## config.mk

```make
export PLATFORM = sky130hd
export DESIGN_NAME = keypad_operand_entry
export DESIGN_NICKNAME = d
export VERILOG_FILES = /design/src/rtl/keypad_pkg.sv /design/src/rtl/keypad_scanner.sv /design/src/rtl/keypad_operand_entry.sv
export SDC_FILE = /design/constraint.sdc
export NUM_CORES = 1
export LEC_CHECK = 0
export BUFFER_PORTS_ARGS = -buffer_cell sky130_fd_sc_hd__clkbuf_2
export CAP_MARGIN = 15
export CORE_MARGIN = 1.5
export CORE_UTILIZATION = 44
export CTS_BUF_LIST = sky130_fd_sc_hd__clkbuf_4 sky130_fd_sc_hd__clkbuf_8
export CTS_CLUSTER_SIZE = 25
export DETAILED_ROUTE_END_ITERATION = 10
export GPL_TIMING_DRIVEN = 0
export PLACE_DENSITY = 0.7
export SLEW_MARGIN = 20
export SYNTH_ARGS = -nofsm -noshare
export SYNTH_HDL_FRONTEND = slang
export SYNTH_HIERARCHICAL = 1
export SYNTH_SLANG_ARGS = --single-unit
```

## constraint.sdc

```tcl
create_clock -name clk -period 1.85 [get_ports clk]
set_clock_uncertainty 0.15 [all_clocks]
set_input_delay 0.37 -clock clk [delete_from_list [all_inputs] [get_ports clk]]
set_output_delay 0.37 -clock clk [all_outputs]
set_load 0.01 [all_outputs]
```

## src/rtl/keypad_pkg.sv

```systemverilog
// Shared types and constant tables for the hex keypad operand entry path.
//
// Handshake note for this slice: key_valid and start are single-cycle
// strobes with no ready/acknowledge. A consumer must sample them on the
// cycle they are high. key_code is held stable between key_valid strobes.
// start is only raised while div_ready is high, so the divider is never
// started while it is busy.
package keypad_pkg;

  typedef logic [3:0] hex_t;

  typedef enum logic [1:0] {
    SCAN     = 2'd0,
    DEBOUNCE = 2'd1,
    PRESSED  = 2'd2
  } scan_state_t;

  // Key legend indexed [row][column].
  localparam hex_t KEY_MAP [4][4] = '{
    '{4'h1, 4'h2, 4'h3, 4'hA},
    '{4'h4, 4'h5, 4'h6, 4'hB},
    '{4'h7, 4'h8, 4'h9, 4'hC},
    '{4'h0, 4'hF, 4'hE, 4'hD}
  };

  // Active-low column drive for each column index.
  localparam logic [3:0] COL_PATTERN [4] = '{4'b1110, 4'b1101, 4'b1011, 4'b0111};

  // Index of the lowest row line that is pulled low (0 when none is low).
  function automatic logic [1:0] lowest_low(input logic [3:0] rows);
    logic [1:0] idx;
    idx = 2'd0;
    for (int i = 3; i >= 0; i--) begin
      if (!rows[i]) idx = 2'(i);
    end
    return idx;
  endfunction

endpackage

```

## src/rtl/keypad_scanner.sv

```systemverilog
// Column scanner for a 4x4 active-low keypad: scan-tick divider, row
// synchroniser, press/release debounce FSM and key decode. The FSM state is
// held in the signal named state so it can be observed directly.
module keypad_scanner
  import keypad_pkg::*;
#(
  parameter int SCAN_DIV       = 65536,
  parameter int DEBOUNCE_TICKS = 4
) (
  input  logic       clk,
  input  logic       rst,
  input  logic [3:0] row,
  output logic [3:0] col,
  output logic       key_valid,
  output hex_t       key_code
);

  localparam int TW = $clog2(SCAN_DIV);
  localparam int CW = $clog2(DEBOUNCE_TICKS + 1);
  localparam logic [TW-1:0] TICK_LAST = TW'(SCAN_DIV - 1);
  localparam logic [TW-1:0] TICK_ONE  = TW'(1);
  localparam logic [CW-1:0] CNT_ONE   = CW'(1);

  logic [TW-1:0] tick_cnt;
  logic          tick;
  logic [3:0]    row_meta;
  logic [3:0]    row_sync;
  logic          any_low;
  logic [1:0]    low_idx;
  scan_state_t   state;
  logic [1:0]    col_idx;
  logic [1:0]    row_idx;
  logic [CW-1:0] cnt;
  logic [CW-1:0] rel_cnt;

  // Free-running divider; tick marks the wrap from SCAN_DIV-1 back to 0.
  always_ff @(posedge clk or posedge rst) begin
    if (rst) begin
      tick_cnt <= '0;
    end else if (tick_cnt == TICK_LAST) begin
      tick_cnt <= '0;
    end else begin
      tick_cnt <= tick_cnt + TICK_ONE;
    end
  end

  assign tick = (tick_cnt == TICK_LAST);

  // Two-flop synchroniser for the row lines; reset to the all-released level
  // so no phantom press is seen before the first real samples arrive.
  always_ff @(posedge clk or posedge rst) begin
    if (rst) begin
      row_meta <= 4'hF;
      row_sync <= 4'hF;
    end else begin
      row_meta <= row;
      row_sync <= row_meta;
    end
  end

  assign any_low = ~&row_sync;
  assign low_idx = lowest_low(row_sync);
  assign col     = COL_PATTERN[col_idx];

  // Scan / debounce / wait-for-release FSM, advanced only on scan ticks.
  always_ff @(posedge clk or posedge rst) begin
    if (rst) begin
      state     <= SCAN;
      col_idx   <= 2'd0;
      row_idx   <= 2'd0;
      cnt       <= '0;
      rel_cnt   <= '0;
      key_valid <= 1'b0;
      key_code  <= 4'h0;
    end else begin
      key_valid <= 1'b0;
      if (tick) begin
        case (state)
          SCAN: begin
            if (any_low) begin
              row_idx <= low_idx;
              cnt     <= CNT_ONE;
              state   <= DEBOUNCE;
            end else begin
              col_idx <= col_idx + 2'd1;
            end
          end
          DEBOUNCE: begin
            // Column stays frozen; only the originally latched row counts.
            if (any_low && (low_idx == row_idx)) begin
              if (int'(cnt) + 1 >= DEBOUNCE_TICKS) begin
                key_valid <= 1'b1;
                key_code  <= KEY_MAP[row_idx][col_idx];
                rel_cnt   <= '0;
                state     <= PRESSED;
              end else begin
                cnt <= cnt + CNT_ONE;
              end
            end else begin
              state <= SCAN;
            end
          end
          PRESSED: begin
            // Any low row, including a different key, restarts the release count.
            if (!any_low) begin
              if (int'(rel_cnt) + 1 >= DEBOUNCE_TICKS) begin
                rel_cnt <= '0;
                col_idx <= col_idx + 2'd1;
                state   <= SCAN;
              end else begin
                rel_cnt <= rel_cnt + CNT_ONE;
              end
            end else begin
              rel_cnt <= '0;
            end
          end
          default: state <= SCAN;
        endcase
      end
    end
  end

endmodule

```

## src/rtl/keypad_operand_entry.sv

```systemverilog
// Keypad-driven operand entry for the restoring divider. Shifts decoded hex
// digits into the dividend or divisor, handles the clear and enter buttons
// and issues a one-cycle start strobe once both operands are committed.
module keypad_operand_entry
  import keypad_pkg::*;
#(
  parameter int SCAN_DIV       = 65536,
  parameter int DEBOUNCE_TICKS = 4
) (
  input  logic        clk,
  input  logic        rst,
  input  logic [3:0]  row,
  input  logic        btn_enter,
  input  logic        btn_clr,
  input  logic        div_ready,
  output logic [3:0]  col,
  output logic [15:0] dividend,
  output logic [15:0] divisor,
  output logic        entry_sel,
  output logic        start,
  output logic        key_valid,
  output hex_t        key_code
);

  logic enter_meta, enter_sync, enter_prev;
  logic clr_meta, clr_sync, clr_prev;
  logic enter_rise, clr_rise;

  keypad_scanner #(
    .SCAN_DIV       (SCAN_DIV),
    .DEBOUNCE_TICKS (DEBOUNCE_TICKS)
  ) u_scanner (
    .clk       (clk),
    .rst       (rst),
    .row       (row),
    .col       (col),
    .key_valid (key_valid),
    .key_code  (key_code)
  );

  // Button synchronisers plus a delayed copy for rising-edge detection.
  always_ff @(posedge clk or posedge rst) begin
    if (rst) begin
      enter_meta <= 1'b0;
      enter_sync <= 1'b0;
      enter_prev <= 1'b0;
      clr_meta   <= 1'b0;
      clr_sync   <= 1'b0;
      clr_prev   <= 1'b0;
    end else begin
      enter_meta <= btn_enter;
      enter_sync <= enter_meta;
      enter_prev <= enter_sync;
      clr_meta   <= btn_clr;
      clr_sync   <= clr_meta;
      clr_prev   <= clr_sync;
    end
  end

  assign enter_rise = enter_sync & ~enter_prev;
  assign clr_rise   = clr_sync & ~clr_prev;

  // Operand registers, entry selection and start strobe; clear beats enter,
  // enter beats a keypress, and a losing event in the same cycle is dropped.
  always_ff @(posedge clk or posedge rst) begin
    if (rst) begin
      dividend  <= 16'h0000;
      divisor   <= 16'h0000;
      entry_sel <= 1'b0;
      start     <= 1'b0;
    end else begin
      start <= 1'b0;
      if (clr_rise) begin
        if (entry_sel) divisor  <= 16'h0000;
        else           dividend <= 16'h0000;
      end else if (enter_rise) begin
        if (!entry_sel) begin
          entry_sel <= 1'b1;
        end else if (div_ready) begin
          // Operands are left untouched so the divider sees stable inputs.
          start     <= 1'b1;
          entry_sel <= 1'b0;
        end
      end else if (key_valid) begin
        if (entry_sel) divisor  <= {divisor[11:0], key_code};
        else           dividend <= {dividend[11:0], key_code};
      end
    end
  end

endmodule
```

Word level (Yosys, flattened, before mapping)
Cells that the tools add are included.
{ "totals": {"word_cells": 125, "ff_bits": 81} }
{ "classes": {"n_eq_ne": 17, "n_mux": 53, "n_lt_le_gt_ge": 4, "n_reduce_logical": 17, "add_sub_neg": 6, "bitwise_logic": 8} }
{ "op_table": {"columns": ["op", "n"], "rows": [
  ["2-to-1 mux 16 bit", 13],
  [">= comparator 32 x 4 -> 1 bit (second input constant)", 2],
  ["binary-select mux 16 bit (select 2 bit)", 1],
  ["2-to-1 mux 2 bit", 12],
  ["2-to-1 mux 3 bit", 7],
  ["AND reduction 4 bit", 5],
  ["adder 16 x 1 -> 16 bit (second input constant)", 1],
  ["binary-select mux 4 bit (select 2 bit)", 2],
  ["equality test 16 bit (second input constant)", 1],
  ["2-to-1 mux 4 bit", 4],
  ["AND reduction 5 bit", 3],
  ["inequality test 2 x 1 -> 1 bit (second input constant)", 6],
  ["one-hot mux 3 bit (2 select lines)", 2],
  ["2-to-1 mux 1 bit", 10],
  ["inequality test 3 bit (second input constant)", 3],
  ["adder 3 x 1 -> 4 bit (second input constant)", 2],
  ["inequality test 2 bit (second input constant)", 4],
  ["nonzero test 2 bit", 4],
  ["adder 3 x 1 -> 3 bit (second input constant)", 2],
  [">= comparator 3 bit (second input constant)", 2],
  ["inverter 2 -> 3 bit", 2],
  ["one-hot mux 2 bit (3 select lines)", 1],
  ["inverter 1 bit", 4],
  ["one-hot mux 2 bit (2 select lines)", 1],
  ["other kinds (10)", 11]
]} }

Depth between registers and ports, before layout
{ "logic_depth": {"depth_word": 9, "mapped_depth": 7, "ltp_nobuf": 6} }

Hierarchy
The synthesis kept the hierarchy.
{ "by_module_without_submodules": {"columns": ["module", "cells_each", "area_per_inst_um2", "instances"], "rows": [
  ["keypad_scanner", 201, 2103.3, 1],
  ["keypad_operand_entry", 93, 1480.2, 1]
]} }

Worst setup path after synthesis
Ideal clock, no wire load.
{ "synth_timing": {"kind": "register -> register", "start": "register u_scanner.tick_cnt[0]", "end": "register u_scanner.col_idx[1]", "t_arrival_ns": 1.659, "path_stages_with_launch": 7, "setup_ns": 0.125, "path_buffers": 0, "setup_slack_ns": -0.084, "cell_sequence": "dfrtp_1 ha_1 nand3_1 nor3_4 nand3_1 nor3_2 mux2_2"} }
{ "synth_via": {"elab_chain_cells": 2} }
{ "synth_rtl": {"columns": ["item", "line_no", "rtl"], "rows": [
  ["from (decl)", "keypad_scanner.sv:24", "logic [TW-1:0] tick_cnt;"],
  ["from (signal assigned)", "keypad_scanner.sv:43", "tick_cnt <= tick_cnt + TICK_ONE;"],
  ["equality test 16 bit", "keypad_scanner.sv:47", "assign tick = (tick_cnt == TICK_LAST);"],
  ["AND reduction 5 bit (no line)", null, null],
  ["to (signal assigned)", "keypad_scanner.sv:85", "col_idx <= col_idx + 2'd1;"],
  ["to (signal assigned)", "keypad_scanner.sv:108", "col_idx <= col_idx + 2'd1;"],
  ["to (decl)", "keypad_scanner.sv:31", "logic [1:0] col_idx;"]
]} }
No other way between the ends.
A chain may end at the register's enable or synchronous reset.

Final worst setup path
{ "layout_timing": {"start": "register u_scanner.row_sync[1]", "end": "register u_scanner.col_idx[1]"} }
{ "layout_via": {"elab_chain_cells": 3, "word_cells_on_any_way": 4, "classes_between": "eq/ne (2); reduce/logical (2)"} }
{ "layout_rtl": {"columns": ["item", "line_no", "rtl"], "rows": [
  ["from (decl)", "keypad_scanner.sv:27", "logic [3:0] row_sync;"],
  ["from (signal assigned)", "keypad_scanner.sv:57", "row_sync <= row_meta;"],
  ["AND reduction 4 bit *", "keypad_scanner.sv:61", "assign any_low = ~&row_sync;"],
  ["inequality test 2 x 1 -> 1 bit (no line)", null, null],
  ["AND reduction 5 bit (no line) *", null, null]
]} }
Mark *: on every way between the ends. The rest lies on a longest branch, timed or not.

==> out/results.ini <==
[placed_design]
gp_congestion=0.733
dp_hpwl_um=4940
numPortBuffers=51
post-place-ws_ns=-0.265
place_area_um2=4040

[cts]
clockBufferDepth=2
clkLatencyLatePin_ns=0.36
htree_levels=3
clk_pin_slew_ns=0.10
cts_tree=yes
cts_sinks=81
cts-root-buf=clkbuf_8
cts_buffers=9

[global_routing]
met2_usage_pct=28.3
grt_pass1_wl_um=11900
grt_max_degree=30
grt_overflow=0
grt_pass1_vias=2562
antenna_found_initial=0
met3_usage_pct=4.39
gr-usage-met1_pct=22.5
groute.usage.overall_pct=17.4
top_usage_layer=met2

[logic_synthesis]
syn_area_um2=3580
synth_top_family_by_area=simple AND/OR/NAND/NOR gates
synth_edf_count=0
synth-seq-area-share_pct=56.8
synth_ff_type=dfrtp_1
syn_inst=294
synth.most_common_cell=dfrtp_1
async_flop_share_pct=100
synthAdderAreaFrac_pct=3.49
yosys_register_bits=81
synth_compound_area_share_pct=14.1
synth_nets=313
synth.top_cell.area_share_pct=51.0
synth_mux_area_share_pct=2.16
synth_xor_area_share_pct=3.42
synthTopCellsByCount=dfrtp_1, a22o_1, nand2_1
synth_top_area_cell=dfrtp_1
yosysWarnings=6
ys_types=47
avgSynthCellArea_um2=12.2
synth_area_leaders=dfrtp_1, a22o_1, dfstp_2
yosys.area_share.simple_pct=15.2

[hold_path]
worstHoldStart=div_ready
hold_path_class=primary input to register
min_path_cells=3
min_to=start$_DFF_PP0_

[die]
fp-row-count=32
initial_utilization_pct=45.9
ios=52
die_w_um=93.2
die_h_um=93.2
core_area_um2=7810
dieArea_um2=8690

[drt]
wl_um=7280
wl_per_cell_um=14.6
via_count=2658
ant_nets=0
drt_iter0_markers=127
first_pass_iters=4
via_per_inst=5.33
drc=0

[cells_and_area]
num_antenna_cells=0
nFillCells=656
area_growth_pct=27.6
multi_input_area_um2=1470
postLayoutCellArea_um2=4570
seq_area_um2=2040
layout-drive-gt1-share_pct=40.1
fin_nets=411

[power]
seqPwrFrac_pct=56.8
clkPwrFrac_pct=38.5
combPwrFrac_pct=4.7
cellPowerDensity_nw_per_um2=697
switching_power_mw=0.793
p_int_mw=2.39
irDropWorstVdd_mv=0.428
p_leak_nw=2.23
switching_share_pct=24.9

[outcome]
status=complete, but fails checks
violations=negative setup slack

[sta]
period_share_pct=105
max_freq_ghz=0.517
report.final.slew_viol_count=0
setup_violations=6
grt_setup_unrepaired=yes
setup_slack_ns=-0.0840
worstMarginPinSlew_ns=0.444
min_period_ns=1.93
max-slew-margin-rel_pct=70.3
hold_viol=0

[critical_path]
critPathKind=register to register
rr_worst_depth=5
startpoint_type=register
cp.required_ns=1.94
arrival_ns=2.02
end_kind=register
regToRegEndpoint=u_scanner/col_idx[1]$_DFFE_PP0P_
cp_max_fo=6
rr_startpoint=u_scanner/row_sync[1]$_DFF_PP1_
regToRegSetupSlack_ns=-0.08

[job]
maxCapViolCount=0

==> layout make-up <==
class,instances,share of cell area [%]
Tap cell,102,2.79
Timing Repair Buffer,89,12.9
Sequential cell,81,44.6
Clock inverter,6,1.09
Inverter,14,1.15
Clock buffer,10,3.01
Buffer,11,2.24
Multi-Input combinational cell,186,32.2
==> worst max-delay path: stages, from the launching register on <==
cell and delay [ns]:
dfstp_2 0.58, nand4_1 0.22, nor2_2 0.19, inv_1 0.11
nor3_4 0.22, mux2_2 0.36
==> cells in the final DEF (no fill, tap or decap), types with 9 or more instances in the layout <==
cell type / count
a22o_1: 32
clkbuf_2: 51
clkbuf_8: 10
a21oi_1: 11
nor2_1: 12
inv_1: 10
buf_4: 29
ha_1: 9
nand2_1: 22
dfrtp_1: 72
==> cells by family (layout without fill, tap and decap cells) <==
family | Yosys count | in the layout
buffers and inverters | 27 | 130
muxes | 7 | 7
adders and majority gates | 10 | 10
DFF | 81 | 81
and+or+nand+nor | 87 | 87
xor gates and xnor gates | 14 | 14
AOI/OAI and AO/OA | 68 | 68
==> stage by stage <==
stage / std cells / utilization (%) / hold slack (ns) / setup TNS (ns) / total power, mW
3_5_place_dp: 449 / 51.8 / 0.178 / -1.69 / 1.98
2_1_floorplan: 294 / - / 0.181 / -0.113 / 1.93
5_1_grt: 499 / 58.6 / 0.0713 / -0.616 / 3.33
6_report: 499 / 58.6 / 0.0668 / -0.199 / 3.19
4_1_cts: 482 / 56.5 / 0.0584 / -0.518 / 3.22
3_3_place_gp: 447 / 51.2 / 0.183 / -8.06 / 1.97
==> what timing repair did <==
action / in CTS / in global routing
gates resized for setup: 10 / 12
pin swaps: 6 / 7
hold buffers: 7 / 0
endpoints found under the hold margin: 33 / 0
buffers inserted: 11 / 18
gates cloned: 0 / 0
endpoints found under the setup margin: 17 / 15
==> power groups by stage <==
stage	clock, mW	combinational [mW]	sequential [mW]
after CTS	1.26	0.149	1.81
after floorplan	0	0.0873	1.85
after global routing	1.35	0.164	1.81
after detailed placement	0	0.137	1.85
after global placement	0	0.122	1.84
final	1.23	0.149	1.81
==> how the worst max path moves through the flow <==
stage,startpoint,to,slack [ns],cells past startpoint
after floorplan,u_scanner/tick_cnt[0]$_DFF_PP0_,u_scanner/key_code[0]$_DFFE_PP0P_,-0.03,6
after global placement,u_scanner/tick_cnt[0]$_DFF_PP0_,u_scanner/col_idx[1]$_DFFE_PP0P_,-0.22,6
after detailed placement,u_scanner/tick_cnt[0]$_DFF_PP0_,u_scanner/col_idx[1]$_DFFE_PP0P_,-0.26,6
after CTS,u_scanner/tick_cnt[1]$_DFF_PP0_,u_scanner/key_code[0]$_DFFE_PP0P_,-0.10,6
after global routing,u_scanner/row_sync[1]$_DFF_PP1_,u_scanner/col_idx[1]$_DFFE_PP0P_,-0.16,5
final,u_scanner/row_sync[1]$_DFF_PP1_,u_scanner/col_idx[1]$_DFFE_PP0P_,-0.08,5
==> metal layers <==
layer / vias to the layer above / wire length (µm)
li1: 1249 / -
met1: 1332 / 3350
met2: 67 / 3540
met3: 10 / 296
met4: 0 / 93
met5: - / 0
==> flip-flops by register name, indices dropped and copies added, names as in the netlist <==
register and flops:
dividend 16, divisor 16, u_scanner/tick_cnt 16, u_scanner/key_code 4, u_scanner/row_meta 4, u_scanner/row_sync 4
u_scanner/cnt 3, u_scanner/rel_cnt 3, u_scanner/col_idx 2, u_scanner/row_idx 2, u_scanner/state 2, clr_meta 1
clr_prev 1, clr_sync 1, enter_meta 1, enter_prev 1, enter_sync 1, entry_sel 1
start 1, u_scanner/key_valid 1
(Power assumes the default switching activity.)
